## src/rtl/alu_uart_master.sv

```systemverilog
// Sends operand A, operand B and the opcode to a remote ALU through a UART TX FIFO and returns its result byte.
// Optional response timeout is built when ALU_MASTER_TIMEOUT_EN is defined.
module alu_uart_master #(
    parameter int NB_DATA       = 8,
    parameter int NB_OPCODE     = 6,
    parameter int NB_TIMEOUT    = 24,
    parameter int TIMEOUT_LIMIT = 10_000_000
) (
    input  logic                 i_clk,
    input  logic                 i_reset,
    input  logic                 i_req_valid,
    output logic                 o_req_ready,
    input  logic [NB_DATA-1:0]   i_op_A,
    input  logic [NB_DATA-1:0]   i_op_B,
    input  logic [NB_OPCODE-1:0] i_opcode,
    input  logic                 i_fifo_tx_full,
    output logic                 o_fifo_tx_write,
    output logic [NB_DATA-1:0]   o_data_to_write,
    input  logic                 i_fifo_rx_empty,
    output logic                 o_fifo_rx_read,
    input  logic [NB_DATA-1:0]   i_data_to_read,
    output logic                 o_rsp_valid,
    output logic [NB_DATA-1:0]   o_rsp_result,
    output logic                 o_rsp_timeout
);

    typedef enum logic [2:0] {
        IDLE,
        SEND_A,
        SEND_B,
        SEND_OP,
        WAIT_RSP,
        DONE
    } state_t;

    state_t                 state_reg, state_next;
    logic [NB_DATA-1:0]     a_reg, a_next;
    logic [NB_DATA-1:0]     b_reg, b_next;
    logic [NB_OPCODE-1:0]   op_reg, op_next;
    logic [NB_DATA-1:0]     result_reg, result_next;
    logic                   rx_read_comb;

`ifdef ALU_MASTER_TIMEOUT_EN
    localparam logic [NB_TIMEOUT-1:0] LIMIT_M1 = NB_TIMEOUT'(TIMEOUT_LIMIT - 1);

    logic [NB_TIMEOUT-1:0]  count_reg, count_next;
    logic                   timeout_reg, timeout_next;

    always_ff @(posedge i_clk or posedge i_reset) begin
        if (i_reset) begin
            count_reg   <= '0;
            timeout_reg <= 1'b0;
        end else begin
            count_reg   <= count_next;
            timeout_reg <= timeout_next;
        end
    end

    assign o_rsp_timeout = (state_reg == DONE) && timeout_reg;
`else
    logic unused_timeout_cfg;
    assign unused_timeout_cfg = ^{32'(NB_TIMEOUT), 32'(TIMEOUT_LIMIT)};
    assign o_rsp_timeout      = 1'b0;
`endif

    always_ff @(posedge i_clk or posedge i_reset) begin
        if (i_reset) begin
            state_reg  <= IDLE;
            a_reg      <= '0;
            b_reg      <= '0;
            op_reg     <= '0;
            result_reg <= '0;
        end else begin
            state_reg  <= state_next;
            a_reg      <= a_next;
            b_reg      <= b_next;
            op_reg     <= op_next;
            result_reg <= result_next;
        end
    end

    always_comb begin
        state_next      = state_reg;
        a_next          = a_reg;
        b_next          = b_reg;
        op_next         = op_reg;
        result_next     = result_reg;
        o_fifo_tx_write = 1'b0;
        o_data_to_write = '0;
        rx_read_comb    = 1'b0;
`ifdef ALU_MASTER_TIMEOUT_EN
        count_next      = count_reg;
        timeout_next    = timeout_reg;
`endif
        case (state_reg)
            IDLE: begin
                // Stale bytes (e.g. a late answer to an aborted request) are flushed before accepting.
                if (!i_fifo_rx_empty) begin
                    rx_read_comb = 1'b1;
                end else if (i_req_valid) begin
                    a_next     = i_op_A;
                    b_next     = i_op_B;
                    op_next    = i_opcode;
                    state_next = SEND_A;
                end
            end
            SEND_A: begin
                o_data_to_write = a_reg;
                if (!i_fifo_tx_full) begin
                    o_fifo_tx_write = 1'b1;
                    state_next      = SEND_B;
                end
            end
            SEND_B: begin
                o_data_to_write = b_reg;
                if (!i_fifo_tx_full) begin
                    o_fifo_tx_write = 1'b1;
                    state_next      = SEND_OP;
                end
            end
            SEND_OP: begin
                o_data_to_write = NB_DATA'(op_reg);
                if (!i_fifo_tx_full) begin
                    o_fifo_tx_write = 1'b1;
                    state_next      = WAIT_RSP;
`ifdef ALU_MASTER_TIMEOUT_EN
                    count_next      = '0;
`endif
                end
            end
            WAIT_RSP: begin
                if (!i_fifo_rx_empty) begin
                    result_next  = i_data_to_read;
                    rx_read_comb = 1'b1;
                    state_next   = DONE;
`ifdef ALU_MASTER_TIMEOUT_EN
                    timeout_next = 1'b0;
                end else if (count_reg == LIMIT_M1) begin
                    result_next  = '0;
                    timeout_next = 1'b1;
                    state_next   = DONE;
                end else begin
                    count_next   = count_reg + 1'b1;
`endif
                end
            end
            DONE: begin
                state_next = IDLE;
            end
            default: begin
                state_next = IDLE;
            end
        endcase
    end

    // The reset term keeps the flush path in IDLE from popping the FIFO while reset is held.
    assign o_fifo_rx_read = rx_read_comb && !i_reset;
    assign o_req_ready    = (state_reg == IDLE);
    assign o_rsp_valid    = (state_reg == DONE);
    assign o_rsp_result   = result_reg;

endmodule

```

## config.mk

```make
export PLATFORM = sky130hd
export DESIGN_NAME = alu_uart_master
export DESIGN_NICKNAME = d
export VERILOG_FILES = /design/src/rtl/alu_uart_master.sv
export SDC_FILE = /design/constraint.sdc
export NUM_CORES = 1
export LEC_CHECK = 0
export ABC_AREA = 0
export BUFFER_PORTS_ARGS = -buffer_cell sky130_fd_sc_hd__buf_2
export CAP_MARGIN = 25
export CORE_MARGIN = 5
export CORE_UTILIZATION = 52
export DETAILED_ROUTE_END_ITERATION = 16
export PLACE_DENSITY = 0.93
export SYNTH_ARGS = -nofsm -noshare
export SYNTH_HDL_FRONTEND = slang
export SYNTH_SLANG_ARGS = --single-unit
```

## constraint.sdc

```tcl
create_clock -name i_clk -period 2.4 [get_ports i_clk]
set_input_delay 0.24 -clock i_clk [delete_from_list [all_inputs] [get_ports i_clk]]
set_output_delay 0.24 -clock i_clk [all_outputs]
set_load 0.05 [all_outputs]
```

# ---- Word level (Yosys, flattened, before mapping)
# Index checks and enable logic that the tools add are counted.
dict set report totals {
  register_bits 33
  in_bits 35
}
dict set report classes {
  n_eq_ne 11
  mux 12
  bitwise_logic 1
  n_reduce_logical 8
}
# cell n
set ops {}
lappend ops {{$pmux W8 S3} 1}
lappend ops {{$mux W3} 6}
lappend ops {{$pmux W3 S5} 1}
lappend ops {{$ne A2 B2 Y1 const B} 5}
lappend ops {{$eq A3 B2 Y1 const B} 2}
lappend ops {{$eq A3 B3 Y1 const B} 2}
lappend ops {{$reduce_and A6 Y1} 1}
lappend ops {{$mux W1} 4}
lappend ops {{$eq A3 B1 Y1 const B} 1}
lappend ops {{$logic_not A3 Y1} 1}
lappend ops {{$reduce_and A3 Y1} 1}
lappend ops {{$reduce_or A3 Y1} 1}
lappend ops {{$ne A2 B1 Y1 const B} 1}
lappend ops {{$reduce_and A2 Y1} 1}
lappend ops {{$reduce_or A2 Y1} 1}
lappend ops {{$logic_and A1 B1 Y1} 1}
lappend ops {{$logic_not A1 Y1} 1}
lappend ops {{$not A1 Y1} 1}

# ---- Longest topological paths before layout
# Gate-level depths: netlist of run 1.
dict set report logic_depth {
  word_depth 4
  mapped_depth 5
}

# ---- Least setup slack after synthesis of run 1
# No wires, ideal clock.
dict set report synth_timing {
  path_type {register -> output}
  start {register state_reg[0]}
  end {output port o_fifo_rx_read}
  t_arrival_ps 2227
  slack_ps -67
  path_stages_with_launch 4
  path_cell_list {dfrtp_1 buf_6 clkbuf_1 nor4_1}
}
dict set report synth_between {
  elab_chain_len 4
  elab_cells_between_ends 5
}
# element line_no
set synth_lines {}
lappend synth_lines {{start, declared} 36} ;# state_t state_reg, state_next;
lappend synth_lines {{start signal, assigned} 74} ;# state_reg <= state_next;
lappend synth_lines {{$eq A3 B3 Y1 / $logic_not A3 Y1 (equally long branches)} 95} ;# case (state_reg)
lappend synth_lines {{$reduce_or A2 Y1 (no line) *} --}
lappend synth_lines {{$mux W1 *} --}
lappend synth_lines {{$logic_and A1 B1 Y1 *} 157} ;# assign o_fifo_rx_read = rx_read_comb && !i_reset;
lappend synth_lines {{end, declared} 20} ;# output logic o_fifo_rx_read,
# Mark *: on every way between the ends. The rest lies on a longest branch, timed or not.

# ---- Final worst setup path of run 1
dict set report layout_timing {
  start {register state_reg[0]}
  end {output port o_data_to_write[1]}
}
dict set report layout_between {
  elab_chain_len 2
  elab_cells_between_ends 4
}
# element line_no
set layout_lines {}
lappend layout_lines {{$eq A3 B2 Y1 / $eq A3 B1 Y1 (equally long branches)} 95}
lappend layout_lines {{$pmux W8 S3 *} 95}
lappend layout_lines {{end, declared} 18} ;# output logic [NB_DATA-1:0] o_data_to_write,
# Marked as above.

==> results of run 1 <==
==> per-layer routing <==
| layer | GRT usage, % | vias up | wire length (µm) |
|---|---|---|---|
| met5 | 0 | - | 0 |
| met3 | 7.18 | 9 | 216 |
| met1 | 18.6 | 541 | 1260 |
| met2 | 32.6 | 33 | 1770 |
| met4 | 6.11 | 0 | 54 |
| li1 | - | 522 | - |
==> power groups by stage <==
| stage | combinational [µW] | clock (µW) | sequential (µW) |
|---|---|---|---|
| floorplan | 1140 | 0 | 1170 |
| finish | 1560 | 312 | 1060 |
| global route | 1650 | 360 | 1100 |
| global placement | 1530 | 0 | 1040 |
| detailed placement | 1570 | 0 | 1070 |
| CTS | 1580 | 321 | 1060 |
==> cell type report <==
cell class              instances  share of cell area (%)
flip-flops and latches         33                    44.3
multi-input cells              72                    34.6
repair buffers                 57                    15.7
clock buffers                   7                    2.95
well taps                      31                    2.08
inverters                       2                   0.402
==> per-stage QoR <==
stage          worst slack (ps)  hold WS [ps]  instances  util (%)  total power (µW)
2_1_floorplan               306           335        117         -              2310
3_3_place_gp                552           413        195      65.0              2570
3_5_place_dp                453           434        195      65.0              2640
4_1_cts                    68.3          68.5        202      67.0              2950
5_1_grt                     108           103        202      67.1              3110
6_report                    225          51.8        202      67.1              2940
==> cell families after synthesis <==
| kind of cell | after synthesis | share of synthesized area (%) |
|---|---|---|
| muxes | 37 | 27.2 |
| DFF | 33 | 53.9 |
| and+or+nand+nor | 22 | 8.25 |
| buffers and inverters | 12 | 4.57 |
| AOI/OAI and AO/OA | 11 | 5.31 |
| xor gates and xnor gates | 1 | 0.572 |
| other | 1 | 0.245 |
==> worst register-to-register path, delay by kind of cell, from the launching register on <==
kind                   cells  cell delay, ps
multiplexers               1             390
buffers and inverters      1             280
AND/OR/NAND/NOR            2             450
flip-flops                 1             620
==> worst min path at each step <==
| stage | start | to | slack [ps] | cells after the start |
|---|---|---|---|---|
| 3_5_place_dp | i_reset | o_rsp_result[1] | 430 | 2 |
| 5_1_grt | i_reset | b_reg[1] | 100 | 2 |
| 6_report | i_reset | o_rsp_result[7] | 50 | 2 |
| 2_1_floorplan | i_fifo_tx_full | state_reg[2] | 330 | 1 |
| 4_1_cts | i_reset | o_rsp_result[6] | 70 | 2 |
| 3_3_place_gp | i_reset | o_rsp_result[7] | 410 | 2 |
==> cells in the final DEF, fill, tap and decap left out, drive strengths merged <==
master / instances
buf: 57
xnor2: 1
mux2: 37
nor4: 1
inv: 2
o31ai: 2
nand2: 3
clkbuf: 7
dfrtp: 33
a22oi: 8
nor4b: 1
a31oi: 1
nor2b: 3
nor2: 10
conb: 1
nor3: 2
and2: 1
and2b: 1
==> impl_metrics.yaml, run 1 <==
placed_design:
  placed_cell_area_um2: 1810
  place.gp.congestion: 0.840
  portBuffers: 54
  dp_hpwl_mm: 2.58
layout:
  n_fill_cell: 217
  multiInputGateArea_um2: 646
  seqCellArea_um2: 826
  drive_gt1_share_pct: 60.8
  antennaDiodeCount: 0
  nets: 206
  design_area_um2: 1870
  area_delta_synth_final_pct: 21.7
synthesis:
  yosysSeqAreaShare_pct: 53.9
  synth_fp_nets: 152
  synth_cell_types: 21
  syn_area_um2: 1530
  synth_common_cells: "37 x mux2_2, 33 x dfrtp_1, 10 x nor2_1"
  synth-async-reset-ratio_pct: 100
  ys.flop_type: "dfrtp_1"
  yosys_warnings: 0
  synth_edf_count: 0
  synth_top_area_share_pct: 53.9
  synth_seq_cells: 33
  syn-instance-count: 117
  synth.most_common_cell: "mux2_2"
  synth_top_area_cell: "dfrtp_1"
  syn-mean-instance-area_um2: 13.1
  synth_area_leaders: "dfrtp_1 54%, mux2_2 27%, a22oi_1 3.9%"
clock_network:
  cts_tree: "built"
  clkSinkCount: 33
  clk_latency_ps: 330
  clock_path_buffers: 2
  numCtsBuffers: 5
  clkTransAtPathRegs_ps: 100
  postCtsHoldBufs: 0
  cts_root_buf: "clkbuf_4"
  cts_setup_buffers: 0
  cts_resized: 0
  htreeDepth: 2
critical_path:
  worst-path-buf-inv: 1
  setup.worst_path.class: "reg2out"
  critPathRequiredTime_ps: 2160
  cp_max_fo: 16
  crit_chain: "nor2b_2, a22oi_1, nor2_1, buf_2"
  max_stage_delay_ps: 620
  crit_slowest_cell: "dfrtp_1"
  cp-end-kind: "primary output"
  cp_num_cells: 4
  worstRegToRegCells: 4
  crit_path_start: "state_reg[0]"
  cp_top_family: "flip-flops"
  cp-start-kind: "flop"
  timing.rr.end: "op_reg[3]"
  critical_path.endpoint: "o_data_to_write[1]"
  worstPathArrival_ps: 1940
  regToRegSetupSlack_ps: 550
  worstReg2RegStart: "state_reg[0]"
detailed_routing:
  drtIter0Drc: 20
  dr.pass1.iters: 4
  wl_mm: 3.30
  wire_per_inst_um: 16.3
  ant_nets: 0
  viasPerCell: 5.47
  via_count: 1105
  drcViolationCount: 0
die:
  ios: 56
  die_x_um: 64.3
  row_count: 19
  core_area_um2: 2780
  die_y_um: 64.3
  start_util_pct: 55.1
  fp.dieArea_um2: 4130
global_route:
  grt_util_all_layers_pct: 18.0
  grt_max_degree: 23
  grt_pass1_vias: 1270
  antenna_found_initial: 0
  grt_pass1_wl_mm: 5.74
  gr-total-overflow: 0
sta:
  timing.fmax_mhz: 460
  setup_viol: 0
  drv_slew: 0
  period_needed_ps: 2180
  rsz0062_at_grt: "false"
  fin_skew_ps: 8.61
  setup-tns-final_ps: 0
  relSlewSlack_pct: 48.7
  min_period_over_period_pct: 90.6
  worstMarginPinSlew_ps: 769
  hold_violations: 0
pwr:
  leakage_uw: 0.000905
  p_comb_share_pct: 53.3
  clock_power_share_pct: 10.6
  power.density_nw_per_um2: 1570
  power.switching_uw: 1400
  intPower_uw: 1530
  ir_drop_mv: 1.31
  pwr-share-seq_pct: 36.1
  p_sw_share_pct: 47.8
run_status:
  status: "finished clean"
min_path:
  hp-class: "in2async"
run:
  maxCapViolCount: 0
Note: power is estimated with default switching activity, not from simulation.
==> run 2: changes to the inputs <==
--- a/config.mk
+++ b/config.mk
@@ -12,6 +12,7 @@
 export CORE_UTILIZATION = 52
 export DETAILED_ROUTE_END_ITERATION = 16
 export PLACE_DENSITY = 0.93
+export SETUP_SLACK_MARGIN = 0.4
 export SYNTH_ARGS = -nofsm -noshare
 export SYNTH_HDL_FRONTEND = slang
 export SYNTH_SLANG_ARGS = --single-unit
==> impl_metrics.yaml, run 2 (synthesized netlist as in run 1, its figures left out) <==
run_status:
  status: "finished clean"
die:
  die_y_um: 64.3
  die_x_um: 64.3
  row_count: 19
  ios: 56
  fp.dieArea_um2: 4130
  core_area_um2: 2780
  start_util_pct: 55.1
placed_design:
  dp_hpwl_mm: 2.58
  place.gp.congestion: 0.851
  portBuffers: 54
  dp_cells: 195
  placed_cell_area_um2: 1810
  dp_slack_ps: 513
sta:
  rsz0062_at_grt: "false"
  drv_slew: 0
  period_needed_ps: 1930
  worst_hold_slack_ps: 127
  worstMarginPinSlew_ps: 628
  hold_violations: 0
  relSlewSlack_pct: 58.1
  fin_skew_ps: 12.2
  timing.fmax_mhz: 518
  setup_viol: 0
  setup_slack_ps: 469
  setup-tns-final_ps: 0
  min_period_over_period_pct: 80.5
detailed_routing:
  wire_per_inst_um: 17.3
  drcViolationCount: 0
  dr.pass1.iters: 4
  viasPerCell: 5.43
  wl_mm: 3.52
  via_count: 1103
  ant_nets: 0
  drtIter0Drc: 27
layout:
  n_fill_cell: 210
  design_area_um2: 1910
  antennaDiodeCount: 0
  layout.cells.non_filler: 203
  final_cell_mix: "50 x buf_2, 37 x mux2_2, 31 x dfrtp_1"
  drive_gt1_share_pct: 62.2
  area_delta_synth_final_pct: 24.5
  final_common_cell: "buf_2"
  nets: 208
pwr:
  ir_drop_mv: 1.07
  power.switching_uw: 1440
  power.density_nw_per_um2: 1580
  intPower_uw: 1580
  p_sw_share_pct: 47.8
  clock_power_share_pct: 9.2
  pwr-share-seq_pct: 35.2
  p_comb_share_pct: 55.6
  leakage_uw: 0.000915
global_route:
  grt_pass1_vias: 1240
  grt_util_all_layers_pct: 17.8
  grt_max_degree: 23
  grt_pass1_wl_mm: 5.79
  gr-total-overflow: 0
  antenna_found_initial: 0
clock_network:
  clkTransAtPathRegs_ps: 100
  clk_latency_ps: 340
  clkSinkCount: 33
  clock_path_buffers: 2
  cts_tree: "built"
  numCtsBuffers: 5
  cts_root_buf: "clkbuf_4"
  htreeDepth: 2
run:
  maxCapViolCount: 0
critical_path:
  cp-end-kind: "primary output"
  worstPathArrival_ps: 1690
  worst-path-buf-inv: 2
  max_stage_delay_ps: 390
  critPathRequiredTime_ps: 2160
  crit_slowest_cell: "dfrtp_2"
  cp_max_fo: 10
  cp-start-kind: "flop"
  cp_common_cell: "buf_6"
  crit_chain: "buf_6, mux2_2, a22oi_1, nor2_1, buf_6"
  setup.worst_path.class: "reg2out"
  cp_top_family: "flip-flops"
min_path:
  hp-class: "in2reg"
[run 2: worst paths after layout]
path / from / cells past startpoint / slack [ps] / end
worst max-delay path: state_reg[1] / 5 / 470 / o_data_to_write[1]
worst min-delay path: i_op_B[7] / 2 / 130 / b_reg[7]
worst max register to register: state_reg[2] / 2 / 490 / o_rsp_result[0]
worst min register to register: o_rsp_result[1] / 1 / 520 / o_rsp_result[1]
min in group asynchronous: i_reset / 3 / 530 / b_reg[1]
max in group asynchronous: i_reset / 4 / 1200 / state_reg[0]
[run 2: power by group through the flow]
stage                     clock, µW  sequential [µW]  combinational [µW]
after floorplan                   0             1170                1160
after global placement            0             1040                1550
after detailed placement          0             1070                1590
after CTS                       282             1050                1640
after global routing            311             1100                1770
final                           277             1060                1680
[run 2: cell type report]
cell class	count	area [µm²]	share of cell area, %
sequential	33	831	43.5
multi-input combinational	72	657	34.4
timing repair buffer	59	332	17.4
tap	31	38.8	2.03
clock buffer	5	37.5	1.97
inverter	2	7.51	0.393
clock inverter	1	5.00	0.262
[run 2: through the flow]
stage | total power [µW] | util, %
after detailed placement | 2660 | 65.2
after global placement | 2590 | 65.2
after floorplan | 2320 | -
after CTS | 2970 | 67.9
final | 3020 | 68.6
after global routing | 3180 | 68.6
[run 2: layer usage]
metal  routed length [µm]  vias up  track usage [%]
li1                     -      518                -
met1                 1390      547             20.1
met2                 1860       35             30.7
met3                  244        3             7.53
met4                   26        0             4.58
met5                    0        -                0
[run 2: worst register-to-register path, stage by stage, from the launching register on]
cell and delay [ps]:
dfrtp_1 750, nor4b_4 640, mux2_2 410
[run 2: timing repair]
item | 4_1_cts | 5_1_grt
setup buffers | 1 | 0
setup endpoints to repair | 8 | 6
gates resized for setup | 5 | 11
endpoints found under the hold margin | 16 | 0
pin swaps | 0 | 0
hold buffers | 1 | 0
==> run 3: changes to the inputs <==
--- a/config.mk
+++ b/config.mk
@@ -5,13 +5,13 @@
 export SDC_FILE = /design/constraint.sdc
 export NUM_CORES = 1
 export LEC_CHECK = 0
-export ABC_AREA = 0
+export ABC_AREA = 1
 export BUFFER_PORTS_ARGS = -buffer_cell sky130_fd_sc_hd__buf_2
 export CAP_MARGIN = 25
 export CORE_MARGIN = 5
-export CORE_UTILIZATION = 52
+export CORE_UTILIZATION = 50
 export DETAILED_ROUTE_END_ITERATION = 16
-export PLACE_DENSITY = 0.93
+export PLACE_DENSITY = 0.89
 export SETUP_SLACK_MARGIN = 0.4
 export SYNTH_ARGS = -nofsm -noshare
 export SYNTH_HDL_FRONTEND = slang
==> constraint.sdc (replaced) <==
create_clock -name i_clk -period 1.85 [get_ports i_clk]
set_input_delay 0.185 -clock i_clk [delete_from_list [all_inputs] [get_ports i_clk]]
set_output_delay 0.185 -clock i_clk [all_outputs]
set_load 0.05 [all_outputs]
==> impl_metrics.yaml, run 3 <==
pwr:
  ir_drop_mv: 1.17
  power.density_nw_per_um2: 1850
  p_sw_share_pct: 47.6
  pwr-share-seq_pct: 28.1
  p_comb_share_pct: 59.6
  intPower_uw: 2350
  leakage_uw: 0.00133
  power.switching_uw: 2130
  clock_power_share_pct: 12.3
die:
  start_util_pct: 50.8
  fp.dieArea_um2: 4590
  row_count: 21
  ios: 56
  die_y_um: 67.8
  core_area_um2: 3280
  die_x_um: 67.8
sta:
  timing.fmax_mhz: 627
  drv_slew: 0
  period_needed_ps: 1600
  hold_violations: 0
  setup-tns-final_ps: 0
  rsz0062_at_grt: "true"
  fin_skew_ps: 10.3
  setup_viol: 0
  min_period_over_period_pct: 86.3
critical_path:
  crit_path_start: "state_reg[0]"
  critPathRequiredTime_ps: 1660
  worst-path-buf-inv: 3
  worstReg2RegStart: "state_reg[2]"
  worstRegToRegCells: 6
  regToRegSetupSlack_ps: 490
  timing.rr.end: "op_reg[5]"
  max_stage_delay_ps: 470
  crit_chain: "buf_6, nand3_4, inv_8, nand2_1, nand3_2, buf_8"
  cp_max_fo: 8
  cp-end-kind: "primary output"
  setup.worst_path.class: "reg2out"
  cp-start-kind: "flop"
  worstPathArrival_ps: 1410
  cp_top_family: "flip-flops"
  crit_slowest_cell: "dfrtp_2"
synthesis:
  synth_edf_count: 0
  synth.most_common_cell: "nand2_1"
  synth_fp_nets: 232
  synth_top_area_share_pct: 49.5
  yosysSeqAreaShare_pct: 49.5
  syn_area_um2: 1670
  synth_seq_cells: 33
  synth_mux_area_share_pct: 0
  synth-compound-area-share_pct: 12.3
  synth_cell_types: 19
  synth_top_family_by_area: "simple AND/OR/NAND/NOR gates"
  yosys_warnings: 0
  syn-mean-instance-area_um2: 8.47
  synth_fa_ha_area_share_pct: 0
  synth_common_cells: "70 x nand2_1, 33 x dfrtp_1, 27 x inv_1"
  synth-xor-area-share_pct: 0
  synth-async-reset-ratio_pct: 100
  syn-instance-count: 197
  synth_area_leaders: "dfrtp_1 50%, nand2_1 16%, o21ai_2 12%"
  yosys.area_share.simple_pct: 27.8
  ys.flop_type: "dfrtp_1"
  synth_top_area_cell: "dfrtp_1"
detailed_routing:
  via_count: 1493
  drcViolationCount: 0
  viasPerCell: 4.79
  wl_mm: 4.00
  ant_nets: 0
  drtIter0Drc: 71
  wire_per_inst_um: 12.8
  dr.pass1.iters: 4
global_route:
  grt_pass1_wl_mm: 6.39
  antenna_found_initial: 0
  grt_max_degree: 45
  grt_pass1_vias: 1432
  gr-total-overflow: 0
  grt-busiest-layer: "met2"
  met3_usage_pct: 6.99
  grt_util_all_layers_pct: 18.9
  met2_usage_pct: 32.4
  grt.met1_usage_pct: 21.4
min_path:
  hp-start: "i_op_A[4]"
  hold_depth: 3
  hold_end: "a_reg[4]"
  hp-class: "in2reg"
clock_network:
  cts_root_buf: "clkbuf_4"
  clk_latency_ps: 330
  clkSinkCount: 33
  clkTransAtPathRegs_ps: 100
  numCtsBuffers: 5
  cts_tree: "built"
  clock_path_buffers: 2
  htreeDepth: 2
layout:
  n_fill_cell: 242
  antennaDiodeCount: 0
  drive_gt1_share_pct: 48.9
  final_cell_mix: "61 x nand2_1, 42 x buf_2, 31 x dfrtp_1"
  multiInputGateArea_um2: 808
  nets: 300
  fin_util_pct: 73.6
  area_delta_synth_final_pct: 45.0
  layout.cells.non_filler: 312
  final_common_cell: "nand2_1"
  seqCellArea_um2: 828
run_status:
  status: "finished clean"
run:
  maxCapViolCount: 0
placed_design:
  place.gp.congestion: 0.791
  dp_cells: 294
  portBuffers: 54
  dp_hpwl_mm: 2.62
-- run 3: changes by cell type in the layout (fill, tap and decap cells not counted), moves of 8 or more --
cell,before,now
a22oi_1,8,0
buf_2,50,42
buf_8,0,8
inv_1,2,24
mux2_2,37,0
nand2_1,3,61
nand2_2,0,9
nand3_1,0,12
nor2_1,10,0
o21ai_2,0,22
-- run 3: worst max path at each step --
stage	end	slack [ps]	depth (start not counted)
CTS	o_data_to_write[3]	260	6
global placement	o_data_to_write[0]	340	6
global route	o_data_to_write[3]	180	6
finish	o_data_to_write[5]	250	6
detailed placement	o_data_to_write[4]	320	6
floorplan	o_fifo_tx_write	320	2
-- run 3: per-layer routing --
| metal | up-vias | wire [µm] |
|---|---|---|
| li1 | 752 | - |
| met1 | 686 | 1600 |
| met2 | 48 | 2040 |
| met3 | 7 | 319 |
| met4 | 0 | 48 |
| met5 | - | 0 |
-- run 3: layout make-up --
| type | instances | share of cell area, % |
|---|---|---|
| Clock buffer | 7 | 2.28 |
| Clock inverter | 1 | 1.24 |
| Inverter | 30 | 5.59 |
| Multi-Input combinational cell | 128 | 33.4 |
| Sequential cell | 33 | 34.2 |
| Tap cell | 46 | 2.38 |
| Timing Repair Buffer | 67 | 20.8 |
-- run 3: tightest hold or removal path, delay by kind of cell --
kind / cells / cell delay (ps)
buffers and inverters: 2 / 140
AO/OA/AOI/OAI: 1 / 50
-- run 3: cell families after synthesis --
kind of cell,Yosys count
DFF,33
and+or+nand+nor,103
other,1
buffers and inverters,36
AOI/OAI and AO/OA,24
-- run 3: power by group through the flow --
stage / Sequential (µW) / Clock (µW) / Combinational, µW
after floorplan: 1500 / 0 / 1330
after global placement: 1240 / 0 / 1960
after detailed placement: 1250 / 0 / 2010
after CTS: 1240 / 570 / 2470
after global routing: 1300 / 603 / 2870
final: 1260 / 554 / 2670
-- run 3: timing repair --
action,4_1_cts,5_1_grt
setup buffers,7,2
gates resized for setup,47,25
setup endpoints to repair,34,44
hold buffers,1,0
hold endpoints to repair,33,0
pin swaps,0,4
-- run 3: through the flow --
| stage | instance area [µm²] | hold slack, ps | total power, µW | worst slack (ps) |
|---|---|---|---|---|
| after CTS | 2320 | 66.8 | 4280 | 263 |
| after global placement | 2010 | 315 | 3200 | 340 |
| final | 2420 | 80.7 | 4490 | 254 |
| after detailed placement | 2010 | 315 | 3250 | 318 |
| after floorplan | 1710 | 314 | 2830 | 323 |
| after global routing | 2420 | 65.8 | 4780 | 181 |
